File: src/rtl/rtc_cmd_sched_pkg.sv
// Shared encodings for the RTC command sequencer: register offsets, opcodes,
// RTC_CTL command values and the sequencer state/command types.
package rtc_cmd_sched_pkg;

    localparam logic [7:0]  RTC_CTL_ADDR  = 8'h00;
    localparam logic [7:0]  TICK_INC_ADDR = 8'h04;
    localparam logic [7:0]  SC_OFST_ADDR0 = 8'h08;
    localparam logic [7:0]  SC_OFST_ADDR1 = 8'h0C;
    localparam logic [7:0]  NS_OFST_ADDR  = 8'h10;

    localparam logic [31:0] RTC_CTL_LOAD  = 32'h1;
    localparam logic [31:0] RTC_CTL_CLEAR = 32'h2;

    localparam int unsigned NS_PER_SEC    = 1_000_000_000;

    typedef enum logic [1:0] {
        OP_SET_TIME = 2'd0,
        OP_CLEAR    = 2'd1,
        OP_SET_TICK = 2'd2,
        OP_RSVD     = 2'd3
    } op_e;

    typedef enum logic [3:0] {
        ST_IDLE,
        ST_LATCH,
        ST_W_SC0,
        ST_W_SC1,
        ST_W_NS,
        ST_GUARD,
        ST_W_CTL,
        ST_W_TICK,
        ST_DONE
    } state_e;

    typedef struct packed {
        op_e         op;
        logic [47:0] sc;
        logic [31:0] ns;
        logic [31:0] tick;
    } cmd_t;

    function automatic logic [31:0] ctl_value(input op_e op);
        return (op == OP_CLEAR) ? RTC_CTL_CLEAR : RTC_CTL_LOAD;
    endfunction

endpackage

File: src/rtl/rtc_cmd_sched_arb.sv
// Two-way round-robin arbiter: host (bit 0) and servo (bit 1). The priority
// pointer only moves when both requesters compete.
module rtc_rr_arb2 (
    input  logic       clk,
    input  logic       rst_n,
    input  logic [1:0] req_i,
    input  logic       take_i,
    output logic [1:0] gnt_o
);

    // 0: host wins the next tie, 1: servo wins the next tie
    logic ptr_q, ptr_d;

    always_comb begin
        gnt_o = '0;
        ptr_d = ptr_q;
        case (req_i)
            2'b01: gnt_o = 2'b01;
            2'b10: gnt_o = 2'b10;
            2'b11: begin
                gnt_o = ptr_q ? 2'b10 : 2'b01;
                if (take_i) begin
                    ptr_d = ~ptr_q;
                end
            end
            default: gnt_o = '0;
        endcase
    end

    always_ff @(posedge clk or negedge rst_n) begin
        if (!rst_n) begin
            ptr_q <= 1'b0;
        end else begin
            ptr_q <= ptr_d;
        end
    end

endmodule

File: src/rtl/rtc_cmd_sched.sv
// Sequences host/servo commands into the RTC register block as atomic
// multi-write bursts, holding the RTC_CTL commit off near the second rollover.
module rtc_cmd_sched
    import rtc_cmd_sched_pkg::*;
#(
    parameter int unsigned GUARD_NS = 1000,
    parameter int unsigned NS_MAX   = 999_999_999
) (
    input  logic        clk,
    input  logic        rst_n,

    input  logic        h_req_i,
    input  logic [1:0]  h_op_i,
    input  logic [47:0] h_sc_i,
    input  logic [31:0] h_ns_i,
    input  logic [31:0] h_tick_i,
    output logic        h_ack_o,
    output logic        h_err_o,

    input  logic        s_req_i,
    input  logic [1:0]  s_op_i,
    input  logic [47:0] s_sc_i,
    input  logic [31:0] s_ns_i,
    input  logic [31:0] s_tick_i,
    output logic        s_ack_o,
    output logic        s_err_o,

    input  logic [31:0] rtc_ns_i,

    output logic        reg_wr_o,
    output logic [7:0]  reg_addr_o,
    output logic [31:0] reg_wdata_o,
    input  logic        reg_rdy_i,

    output logic        busy_o,
    output logic [1:0]  gnt_o
);

    localparam logic [31:0] GUARD_START = 32'(NS_PER_SEC - GUARD_NS);
    localparam logic [31:0] NS_LIMIT    = 32'(NS_MAX);

    state_e     state_q, state_d;
    cmd_t       cmd_q, cmd_d;
    logic [1:0] own_q, own_d;
    logic       err_q, err_d;

    logic [1:0] arb_req;
    logic [1:0] arb_gnt;
    logic       arb_take;
    cmd_t       h_cmd;
    cmd_t       s_cmd;

    function automatic logic cmd_rejected(input cmd_t c);
        return (c.op == OP_RSVD) || ((c.op == OP_SET_TIME) && (c.ns > NS_LIMIT));
    endfunction

    assign arb_req = {s_req_i, h_req_i};
    assign h_cmd   = '{op: op_e'(h_op_i), sc: h_sc_i, ns: h_ns_i, tick: h_tick_i};
    assign s_cmd   = '{op: op_e'(s_op_i), sc: s_sc_i, ns: s_ns_i, tick: s_tick_i};

    rtc_rr_arb2 u_arb (
        .clk    (clk),
        .rst_n  (rst_n),
        .req_i  (arb_req),
        .take_i (arb_take),
        .gnt_o  (arb_gnt)
    );

    always_comb begin
        state_d     = state_q;
        cmd_d       = cmd_q;
        own_d       = own_q;
        err_d       = err_q;
        arb_take    = 1'b0;
        reg_wr_o    = 1'b0;
        reg_addr_o  = '0;
        reg_wdata_o = '0;
        h_ack_o     = 1'b0;
        h_err_o     = 1'b0;
        s_ack_o     = 1'b0;
        s_err_o     = 1'b0;

        case (state_q)
            ST_IDLE: begin
                err_d = 1'b0;
                if (|arb_req) begin
                    arb_take = 1'b1;
                    own_d    = arb_gnt;
                    cmd_d    = arb_gnt[1] ? s_cmd : h_cmd;
                    state_d  = ST_LATCH;
                end
            end

            ST_LATCH: begin
                // A rejected command takes a second LATCH cycle so its ack
                // lands at the same latency as a single-write command.
                if (err_q) begin
                    state_d = ST_DONE;
                end else if (cmd_rejected(cmd_q)) begin
                    err_d = 1'b1;
                end else begin
                    case (cmd_q.op)
                        OP_SET_TIME: state_d = ST_W_SC0;
                        OP_CLEAR:    state_d = ST_GUARD;
                        OP_SET_TICK: state_d = ST_W_TICK;
                        default:     state_d = ST_DONE;
                    endcase
                end
            end

            ST_W_SC0: begin
                reg_wr_o    = 1'b1;
                reg_addr_o  = SC_OFST_ADDR0;
                reg_wdata_o = {16'h0, cmd_q.sc[47:32]};
                if (reg_rdy_i) begin
                    state_d = ST_W_SC1;
                end
            end

            ST_W_SC1: begin
                reg_wr_o    = 1'b1;
                reg_addr_o  = SC_OFST_ADDR1;
                reg_wdata_o = cmd_q.sc[31:0];
                if (reg_rdy_i) begin
                    state_d = ST_W_NS;
                end
            end

            ST_W_NS: begin
                reg_wr_o    = 1'b1;
                reg_addr_o  = NS_OFST_ADDR;
                reg_wdata_o = cmd_q.ns;
                if (reg_rdy_i) begin
                    state_d = ST_GUARD;
                end
            end

            ST_GUARD: begin
                if (rtc_ns_i < GUARD_START) begin
                    state_d = ST_W_CTL;
                end
            end

            // Once the commit is on the bus it is not withdrawn, whatever
            // rtc_ns_i does during a reg_rdy_i stall.
            ST_W_CTL: begin
                reg_wr_o    = 1'b1;
                reg_addr_o  = RTC_CTL_ADDR;
                reg_wdata_o = ctl_value(cmd_q.op);
                if (reg_rdy_i) begin
                    state_d = ST_DONE;
                end
            end

            ST_W_TICK: begin
                reg_wr_o    = 1'b1;
                reg_addr_o  = TICK_INC_ADDR;
                reg_wdata_o = cmd_q.tick;
                if (reg_rdy_i) begin
                    state_d = ST_DONE;
                end
            end

            ST_DONE: begin
                h_ack_o = own_q[0];
                h_err_o = own_q[0] & err_q;
                s_ack_o = own_q[1];
                s_err_o = own_q[1] & err_q;
                state_d = ST_IDLE;
            end

            default: state_d = ST_IDLE;
        endcase
    end

    assign busy_o = (state_q != ST_IDLE) && (state_q != ST_DONE);
    assign gnt_o  = busy_o ? own_q : 2'b00;

    always_ff @(posedge clk or negedge rst_n) begin
        if (!rst_n) begin
            state_q <= ST_IDLE;
            cmd_q   <= '0;
            own_q   <= '0;
            err_q   <= 1'b0;
        end else begin
            state_q <= state_d;
            cmd_q   <= cmd_d;
            own_q   <= own_d;
            err_q   <= err_d;
        end
    end

endmodule
File: config.mk
export PLATFORM = sky130hd
export DESIGN_NAME = rtc_cmd_sched
export DESIGN_NICKNAME = d
export VERILOG_FILES = /design/src/rtl/rtc_cmd_sched_pkg.sv /design/src/rtl/rtc_cmd_sched_arb.sv /design/src/rtl/rtc_cmd_sched.sv
export SDC_FILE = /design/constraint.sdc
export NUM_CORES = 1
export LEC_CHECK = 0
export BUFFER_PORTS_ARGS = -buffer_cell sky130_fd_sc_hd__buf_2
export CORE_MARGIN = 5
export CORE_UTILIZATION = 43
export CTS_BUF_LIST = sky130_fd_sc_hd__clkbuf_16
export DETAILED_ROUTE_END_ITERATION = 10
export GPL_ROUTABILITY_DRIVEN = 1
export PLACE_DENSITY = 0.73
export SYNTH_ARGS = -nofsm -noshare
export SYNTH_HDL_FRONTEND = slang
export SYNTH_SLANG_ARGS = --single-unit
File: constraint.sdc
create_clock -name clk -period 1.9 [get_ports clk]
set_clock_uncertainty 0.05 [all_clocks]
set_input_delay 0.19 -clock clk [delete_from_list [all_inputs] [get_ports clk]]
set_output_delay 0.19 -clock clk [all_outputs]
set_load 0.02 [all_outputs]
Word-level counts from Yosys, hierarchy flattened
Index checks and enable logic that the tools add are counted.
W data, S select, Z words.
- multiplexer cells: 27
- eq/ne operators: 22
- reduce and logical (&&, ||, !) cells: 13
- order comparisons: 2
- bitwise logic cells: 3
- operators with widths (operator ; number):
    $pmux W32 S5 ; 1
    $mux W114 ; 1
    $gt A32 B30 Y1 const B ; 1
    $lt A32 B30 Y1 const B ; 1
    $mux W4 ; 8
    $pmux W4 S7 ; 1
    $pmux W5 S4 ; 1
    $eq A4 B3 Y1 const B ; 4
    $pmux W4 S3 ; 1
    $ne A2 B2 Y1 const B ; 5
    $mux W1 ; 9
    $eq A2 B2 Y1 const B ; 4
    $eq A4 B2 Y1 const B ; 2
    $reduce_and A7 Y1 ; 1
    $mux W2 ; 3
    $pmux W2 S3 ; 1
    $reduce_or A5 Y1 ; 1
    $eq A2 B1 Y1 const B ; 2
    $eq A4 B1 Y1 const B ; 1
    $eq A4 B4 Y1 const B ; 1
    $logic_not A4 Y1 ; 1
    $ne A4 B4 Y1 const B ; 1
    $reduce_and A2 Y1 ; 2
    $reduce_bool A4 Y1 ; 1
    10 further kinds ; 13
- bits in registers: 122
- logic and storage cells: 75

Depth between registers and ports, before layout
Gate-level depths: netlist of run 1.
- word-level depth: 6
- gate-level depth with buffers: 8
- depth with buffers taken out: 8

By module
A second synthesis of run 1 with hierarchy kept.
- cells, all modules: 722
- area total of the unflattened synthesis: 6800.3 um^2
- modules (own cells, without submodules) (module ; area an instance (um^2) ; cells an instance ; seq. area each (um^2) ; instances):
    rtc_cmd_sched ; 6742.7 ; 716 ; 3027.9 ; 1
    rtc_rr_arb2 ; 57.6 ; 6 ; 25.0 ; 1

Least setup slack after synthesis of run 1
No wires, ideal clock.
- path kind: flip-flop to flip-flop
- from: register cmd_q[42] (netlist name)
- to: register state_q[0]
- data required time: 1.726 ns
- stages on the path, launching flop included: 7
- slack: -0.099 ns
- arrival: 1.825 ns
- clock period less this slack: 1.999 ns
- buffers on the path: 0
- cell sequence: dfrtp_1 -> or4_1 -> nor4_1 -> and4_1 -> a211oi_1 -> o2111a_2 -> o31a_1
- longest elaborated chain between the ends: 5
- RTL lines (what ; RTL line ; text):
    from (decl) ; rtc_cmd_sched.sv:43 ; cmd_t cmd_q, cmd_d;
    from (signal assigned) ; rtc_cmd_sched.sv:187 ; cmd_q <= cmd_d;
    $gt A32 B30 Y1 ; rtc_cmd_sched.sv:54 ; return (c.op == OP_RSVD) || ((c.op == OP_SET_TIME) && (c.ns > NS_LIMIT));
    $logic_and A1 B1 Y1 ; rtc_cmd_sched.sv:54 ;
    $logic_or A1 B1 Y1 ; rtc_cmd_sched.sv:54 ;
    $ne A3 B3 Y1 (no line) ; n/a ;
    $reduce_and A7 Y1 (no line) ; n/a ;
    to (signal assigned) ; rtc_cmd_sched.sv:186 ; state_q <= state_d;
    to (decl) ; rtc_cmd_sched.sv:42 ; state_e state_q, state_d;
Every way passes these cells.
A chain may end at the register's enable or synchronous reset.

Worst setup path after layout of run 1
- from: register state_q[3]
- to: output reg_wdata_o[12]
- longest elaborated chain between the ends: 2
- elaborated cells between the ends (all ways): 6
- classes of those cells: 5 x eq/ne; 1 x mux
- RTL lines (what ; RTL line ; text):
    $eq A4 B3 Y1 or $eq A4 B2 Y1 (tied branches) ; rtc_cmd_sched.sv:83 ; case (state_q)
    $pmux W32 S5 (*) ; rtc_cmd_sched.sv:83 ;
    to (decl) ; rtc_cmd_sched.sv:32 ; output logic [31:0] reg_wdata_o,
Every way passes the cells marked *; elsewhere a longest branch is shown, timed or not.

==> out/results.txt, run 1 <==
Crit path largest cell delay = 0.42 ns
H-Tree Depth = 4
Initial Util = 0.434
r2r worst-path depth = 6
worst reg2reg setup slack = -0.24 ns
r2r startpoint = cmd_q[44]
total power density per cell area = 1490 mW/mm²
crit share post-route = 1.14
run status = finished with violations
layout overhead on the synthesized area = 50.4%
crit-path max FO = 15
Final nets = 1352
Final setup viols = 132
Logic pwr share = 0.512
Leakage = 0.00531 µW
RSZ-0062 raised after global routing = true
I/O Buffers = 304
CTS Buf Count = 17
power share of the sequential group = 0.305
IO Pins = 313
final hold vios = 2
Post-Place Cells = 1238
Crit. path cell count = 6
clock power share = 0.183
CP endpoint = reg_wdata_o[12]
FMAX = 461 MHz
Die Span X = 136 µm
Die Span Y = 136 µm
Max Cap Viol = 0
Antenna Nets Post-Route = 0
DIE AREA = 0.0185 mm²
Post-synth EDFFs = 0
Critical-path top delay cell = dfrtp_1
Pwr Total = 15300 µW
clk_lat worst skew = 0.41 ns
FILL cells = 1273
DR iter-0 viols = 559
crit path cell chain = nand2b_4, nor2_2, clkbuf_16, a22oi_1, o21ai_1, buf_4
post-synthesis cell type count = 51
Critical Path Start = state_q[3]
startpoint types = flop
RD Place Congestion = 0.861
Buf+Inv Stages, Crit Path = 2
Core ar. = 0.0157 mm²
Post-Syn Area = 0.00682 mm²
crit path kind = reg -> out
drt pass-1 iters = 8
Final HPWL DP = 16600 µm
commonest non-fill, non-tap cells in the layout = buf_2 (273), mux2i_1 (130), nand2_1 (124), dfrtp_1 (119), o21ai_0 (87)
antenna violations before repair = 1
Worst-path clk slew = 0.05 ns
R2R Path End = state_q[0]
vias = 7072
ratio of cells with drive above 1 in the final layout = 0.423
Seq/Total Area, Yosys = 0.448
most common cell after layout, fill and taps aside = buf_2
DR vias/cell = 5.40
routed len/inst = 18.8 µm
Tmin final = 2.17 ns
Post-Layout Cell Count = 1310
switching power = 6090 µW
CTS tree = built
Syn Area/Cell = 9.42 µm²
synthesis-stage register bit count = 122
pin count of the biggest net entering global routing = 88
Site Rows = 46
Slew Limit Fails = 0
top cells by area, synth = dfrtp_1 (45%), mux2i_1 (19%), o21ai_0 (10%), nand2_1 (6.9%), a222oi_1 (2.3%)
Crit. End Element = primary output
clk sink count = 122
Routed WL = 24700 µm
Critical Path AT = 1.93 ns
async set or reset register ratio after synthesis = 1.00
failing checks = negative hold slack, negative setup slack
clock buffer depth = 2
antenna fix cells = 0
Synth top area share = 0.448
All-Layer GR Usage = 0.236
number of global-route vias before repair = 6620
Root Driver = clkbuf_16
min setup slack post-route = -0.267 ns
Syn Inst Count = 724
CP top delay family = simple AND/OR/NAND/NOR gates
critical path data required time = 1.66 ns
HP Class = in -> reg
Max IR drop VDD = 0.851 mV
first-pass GRT wire length = 33700 µm
Congestion Overflow GR = 0
WHS = -0.00242 ns
Yosys warning count = 0
Sw Ratio = 0.398
Int Pwr = 9230 µW
largest area contributor in the netlist = dfrtp_1
Primary FF master, synth = dfrtp_1
Post-route DRC = 0
power groups by stage:
stage / Clock (µW) / Sequential, µW / Combinational, µW
after floorplan: 0 / 4400 / 3870
after global placement: 0 / 4610 / 5790
after detailed placement: 0 / 4670 / 5900
after CTS: 2800 / 4630 / 6550
after global routing: 2960 / 4830 / 8470
final: 2800 / 4680 / 7840
area by class of cell:
| type | instances | area (µm²) | area share |
|---|---|---|---|
| flip-flops and latches | 122 | 3060 | 0.298 |
| clock inverters | 12 | 75.1 | 0.00732 |
| well taps | 216 | 270 | 0.0263 |
| clock buffers | 17 | 425 | 0.0415 |
| repair buffers | 396 | 2720 | 0.265 |
| inverters | 26 | 97.6 | 0.00951 |
| multi-input cells | 521 | 3610 | 0.352 |
worst min-delay path, delay by kind of cell:
family	cells	cell delay, ns
muxes	1	0.05
buffers and inverters	1	0.08
AOI/OAI and AO/OA	1	0.10
synth_stat cells, drive strengths merged, types with 4 or more instances:
cell / number
dfrtp: 122
nor3: 6
nand2b: 4
a222oi: 16
o21ai: 140
nor2b: 5
inv: 26
clkbuf: 41
nor4: 5
a21oi: 10
and3: 4
nand2: 125
buf: 19
mux2i: 131
a22oi: 16
nor2: 11
kinds of logic after synthesis:
logic type / after synthesis / synth area share
buffers and inverters: 86 / 0.0591
xor gates and xnor gates: 1 / 0.00128
AOI/OAI and AO/OA: 198 / 0.171
DFF: 122 / 0.448
muxes: 132 / 0.194
adders and majority gates: 3 / 0.00551
other: 1 / 0.000550
and+or+nand+nor: 181 / 0.121
layer usage:
layer / vias up / GRT usage / wire length, µm
li1: 3311 / - / -
met1: 3337 / 0.303 / 9880
met2: 373 / 0.391 / 12000
met3: 49 / 0.0577 / 2130
met4: 2 / 0.0784 / 614
met5: - / 0 / 7
worst min path at each step:
stage               start         to  cells after the start  slack, ns
2_1_floorplan       rst_n   cmd_q[0]                      0      -0.16
3_3_place_gp        rst_n  cmd_q[94]                      1       0.05
3_5_place_dp        rst_n  cmd_q[94]                      1       0.05
4_1_cts        h_sc_i[29]  cmd_q[93]                      3      0.003
5_1_grt        h_sc_i[29]  cmd_q[93]                      3       0.02
6_report       h_sc_i[21]  cmd_q[85]                      3     -0.002
state kept, by name, summed over array words and instances (netlist names):
signal       flops
cmd_q          114
own_q            2
state_q          4
u_arb.ptr_q      1
err_q            1
metrics by stage:
| step | setup TNS, ns | util | setup slack [ns] | cell area [µm²] | hold slack, ns |
|---|---|---|---|---|---|
| 2_1_floorplan | -0.119 | - | -0.0987 | 6850 | -0.156 |
| 3_3_place_gp | -0.394 | 0.563 | -0.180 | 8850 | 0.0531 |
| 3_5_place_dp | -0.472 | 0.563 | -0.181 | 8850 | 0.0543 |
| 4_1_cts | -5.56 | 0.615 | -0.216 | 9670 | 0.00278 |
| 5_1_grt | -21.85 | 0.653 | -0.355 | 10300 | 0.0187 |
| 6_report | -13.29 | 0.653 | -0.267 | 10300 | -0.00242 |
timing repair:
| action | CTS | global route |
|---|---|---|
| endpoints found under the setup margin | 46 | 108 |
| endpoints found under the hold margin | 102 | 0 |
| resized for setup | 71 | 102 |
| setup buffers | 15 | 17 |
| hold buffers | 1 | 0 |
| pin swaps | 12 | 14 |
| cloned | 0 | 16 |
Note: power is estimated with default switching activity, not from simulation.
==> run 2: changes to the inputs <==
--- a/config.mk
+++ b/config.mk
@@ -11,5 +11,5 @@
 export CTS_BUF_LIST = sky130_fd_sc_hd__clkbuf_16
 export DETAILED_ROUTE_END_ITERATION = 10
-export GPL_ROUTABILITY_DRIVEN = 1
+export GPL_ROUTABILITY_DRIVEN = 0
 export PLACE_DENSITY = 0.73
 export SYNTH_ARGS = -nofsm -noshare
--- a/constraint.sdc
+++ b/constraint.sdc
@@ -3,3 +3,3 @@
 set_input_delay 0.19 -clock clk [delete_from_list [all_inputs] [get_ports clk]]
 set_output_delay 0.19 -clock clk [all_outputs]
-set_load 0.02 [all_outputs]
+set_load 0.05 [all_outputs]
==> out/results.txt, run 2 (synthesis gave the netlist of run 1 again) <==
run status = finished with violations
failing checks = negative hold slack, negative setup slack
ratio of cells with drive above 1 in the final layout = 0.544 (+0.120)
Congestion Overflow GR = 0 (unchanged)
crit path kind = reg -> out
most common cell after layout, fill and taps aside = buf_2
WHS = -0.00173 ns (+0.000683 ns)
H-Tree Depth = 4 (unchanged)
Die Span Y = 136 µm (unchanged)
RSZ-0062 raised after global routing = true
routed len/inst = 20.4 µm (+8.2%)
FMAX = 450 MHz (-2.4%)
Largest register FFs = 114 (unchanged)
pin count of the biggest net entering global routing = 81 (-8.0%)
Pwr Total = 18800 µW (+23%)
clk sink count = 122 (unchanged)
HP Class = in -> reg
IO Pins = 313 (unchanged)
worst reg2reg setup slack = -0.24 ns (about the same)
layout overhead on the synthesized area = 67.2%
slew at the pin closest to its max-slew limit = 0.641 ns
Slew Limit Fails = 0 (unchanged)
top flop regs = cmd_q (114), state_q (4), own_q (2)
Final setup viols = 142 (+7.6%)
DR vias/cell = 5.45 (+1.0%)
drt pass-1 iters = 8 (unchanged)
min setup slack post-route = -0.320 ns (-0.0529 ns)
Max Cap Viol = 0 (unchanged)
Die Span X = 136 µm (unchanged)
FILL cells = 1095 (-14%)
CTS tree = built
crit-path max FO = 15 (unchanged)
Max IR drop VDD = 1.06 mV (+25%)
CTS Buf Count = 17 (unchanged)
Crit. End Element = primary output
clk_lat worst skew = 0.41 ns (about the same)
Root Driver = clkbuf_16
Util after Layout = 0.726 (+0.0727)
I/O Buffers = 304 (unchanged)
Post-Place Cells = 1247 (+0.73%)
Critical Path AT = 1.98 ns (+0.05 ns)
Site Rows = 46 (unchanged)
number of global-route vias before repair = 6635 (+0.23%)
commonest non-fill, non-tap cells in the layout = buf_2 (264), mux2i_1 (131), dfrtp_1 (119), nand2_1 (62), o21ai_2 (60)
Final nets = 1377 (+1.8%)
crit share post-route = 1.17 (+0.0278)
final hold vios = 6 (+4)
Initial Util = 0.434 (unchanged)
Leakage = 0.00569 µW (+7.2%)
Final HPWL DP = 16800 µm (+0.73%)
dpl ws = -0.213 ns (-0.0320 ns)
antenna fix cells = 0 (unchanged)
Top reg by flops = cmd_q
Tmin final = 2.22 ns (+0.0529 ns)
Routed WL = 27300 µm (+10%)
critical path data required time = 1.66 ns (about the same)
first-pass GRT wire length = 34100 µm (+1.2%)
All-Layer GR Usage = 0.239 (+0.00364)
slew margin rel. = 0.573
clock buffer depth = 2 (unchanged)
antenna violations before repair = 0 (-1)
DIE AREA = 0.0185 mm² (unchanged)
DR iter-0 viols = 630 (+13%)
startpoint types = flop
Post-Layout Cell Count = 1338 (+2.1%)
Post-route DRC = 0 (unchanged)
total power density per cell area = 1650 mW/mm² (+11%)
Antenna Nets Post-Route = 0 (unchanged)
Core ar. = 0.0157 mm² (unchanged)
Worst-path clk slew = 0.05 ns (about the same)
vias = 7298 (+3.2%)
## run 2: cell count changes in the layout (fill, tap and decap cells not counted), sizes merged
cell,change
and3,+1
buf,+10
bufinv,+1
clkbuf,+11
clkinv,+5
clkinvlp,+1
dlygate4sd3,+3
inv,-4
## run 2: stage by stage
stage                     setup TNS (ns)  hold WS (ns)  area, µm²
after floorplan                   -0.297        -0.156       6950
final                             -15.86      -0.00173      11400
after global routing              -29.67     -0.000346      11400
after global placement            -0.428         0.175       9060
after CTS                          -8.43       0.00262      10000
after detailed placement          -0.712         0.188       9060
## run 2: where the power goes
group          switching, µW  internal, µW  total, µW
Combinational           5950          4930      10900
Sequential              1080          3830       4910
Clock                   1160          1880       3040
Total                   8190         10600      18800
## run 2: area by class of cell
class | instances | area [µm²] | area share
Multi-Input combinational cell | 522 | 4090 | 0.359
Tap cell | 216 | 270 | 0.0237
Sequential cell | 122 | 3060 | 0.268
Timing Repair Buffer | 420 | 3340 | 0.293
Inverter | 26 | 97.6 | 0.00856
Clock inverter | 15 | 118 | 0.0103
Clock buffer | 17 | 425 | 0.0373
## run 2: routing by layer
| layer | track usage | part of all wire |
|---|---|---|
| met1 | 0.312 | 0.41 |
| met2 | 0.389 | 0.48 |
| met3 | 0.0625 | 0.083 |
| met4 | 0.0795 | 0.026 |
| met5 | 0 | 0 |
## run 2: final timing paths
path	start	end	depth (start not counted)
worst max-delay path	state_q[2]	reg_wdata_o[4]	7
worst min-delay path	h_sc_i[44]	cmd_q[108]	3
worst max register to register	cmd_q[44]	state_q[3]	7
worst min register to register	u_arb.ptr_q	u_arb.ptr_q	1
max in group asynchronous	rst_n	state_q[0]	3
min in group asynchronous	rst_n	cmd_q[93]	2
## run 2: repair_timing
action                     4_1_cts  5_1_grt
gates resized for setup         90      270
hold endpoints to repair        38        2
hold buffers                     1        3
cloned                           2       31
pin swaps                       20       62
buffers inserted                 7       17
setup endpoints to repair       89      113
## run 2: critical path, cell delays in order, from the launching register on
cell and delay [ns]:
dfrtp_2 0.45, buf_6 0.14, nor2_4 0.15, buf_4 0.14
nand2_1 0.10, buf_12 0.19, o21ai_2 0.20, buf_6 0.19
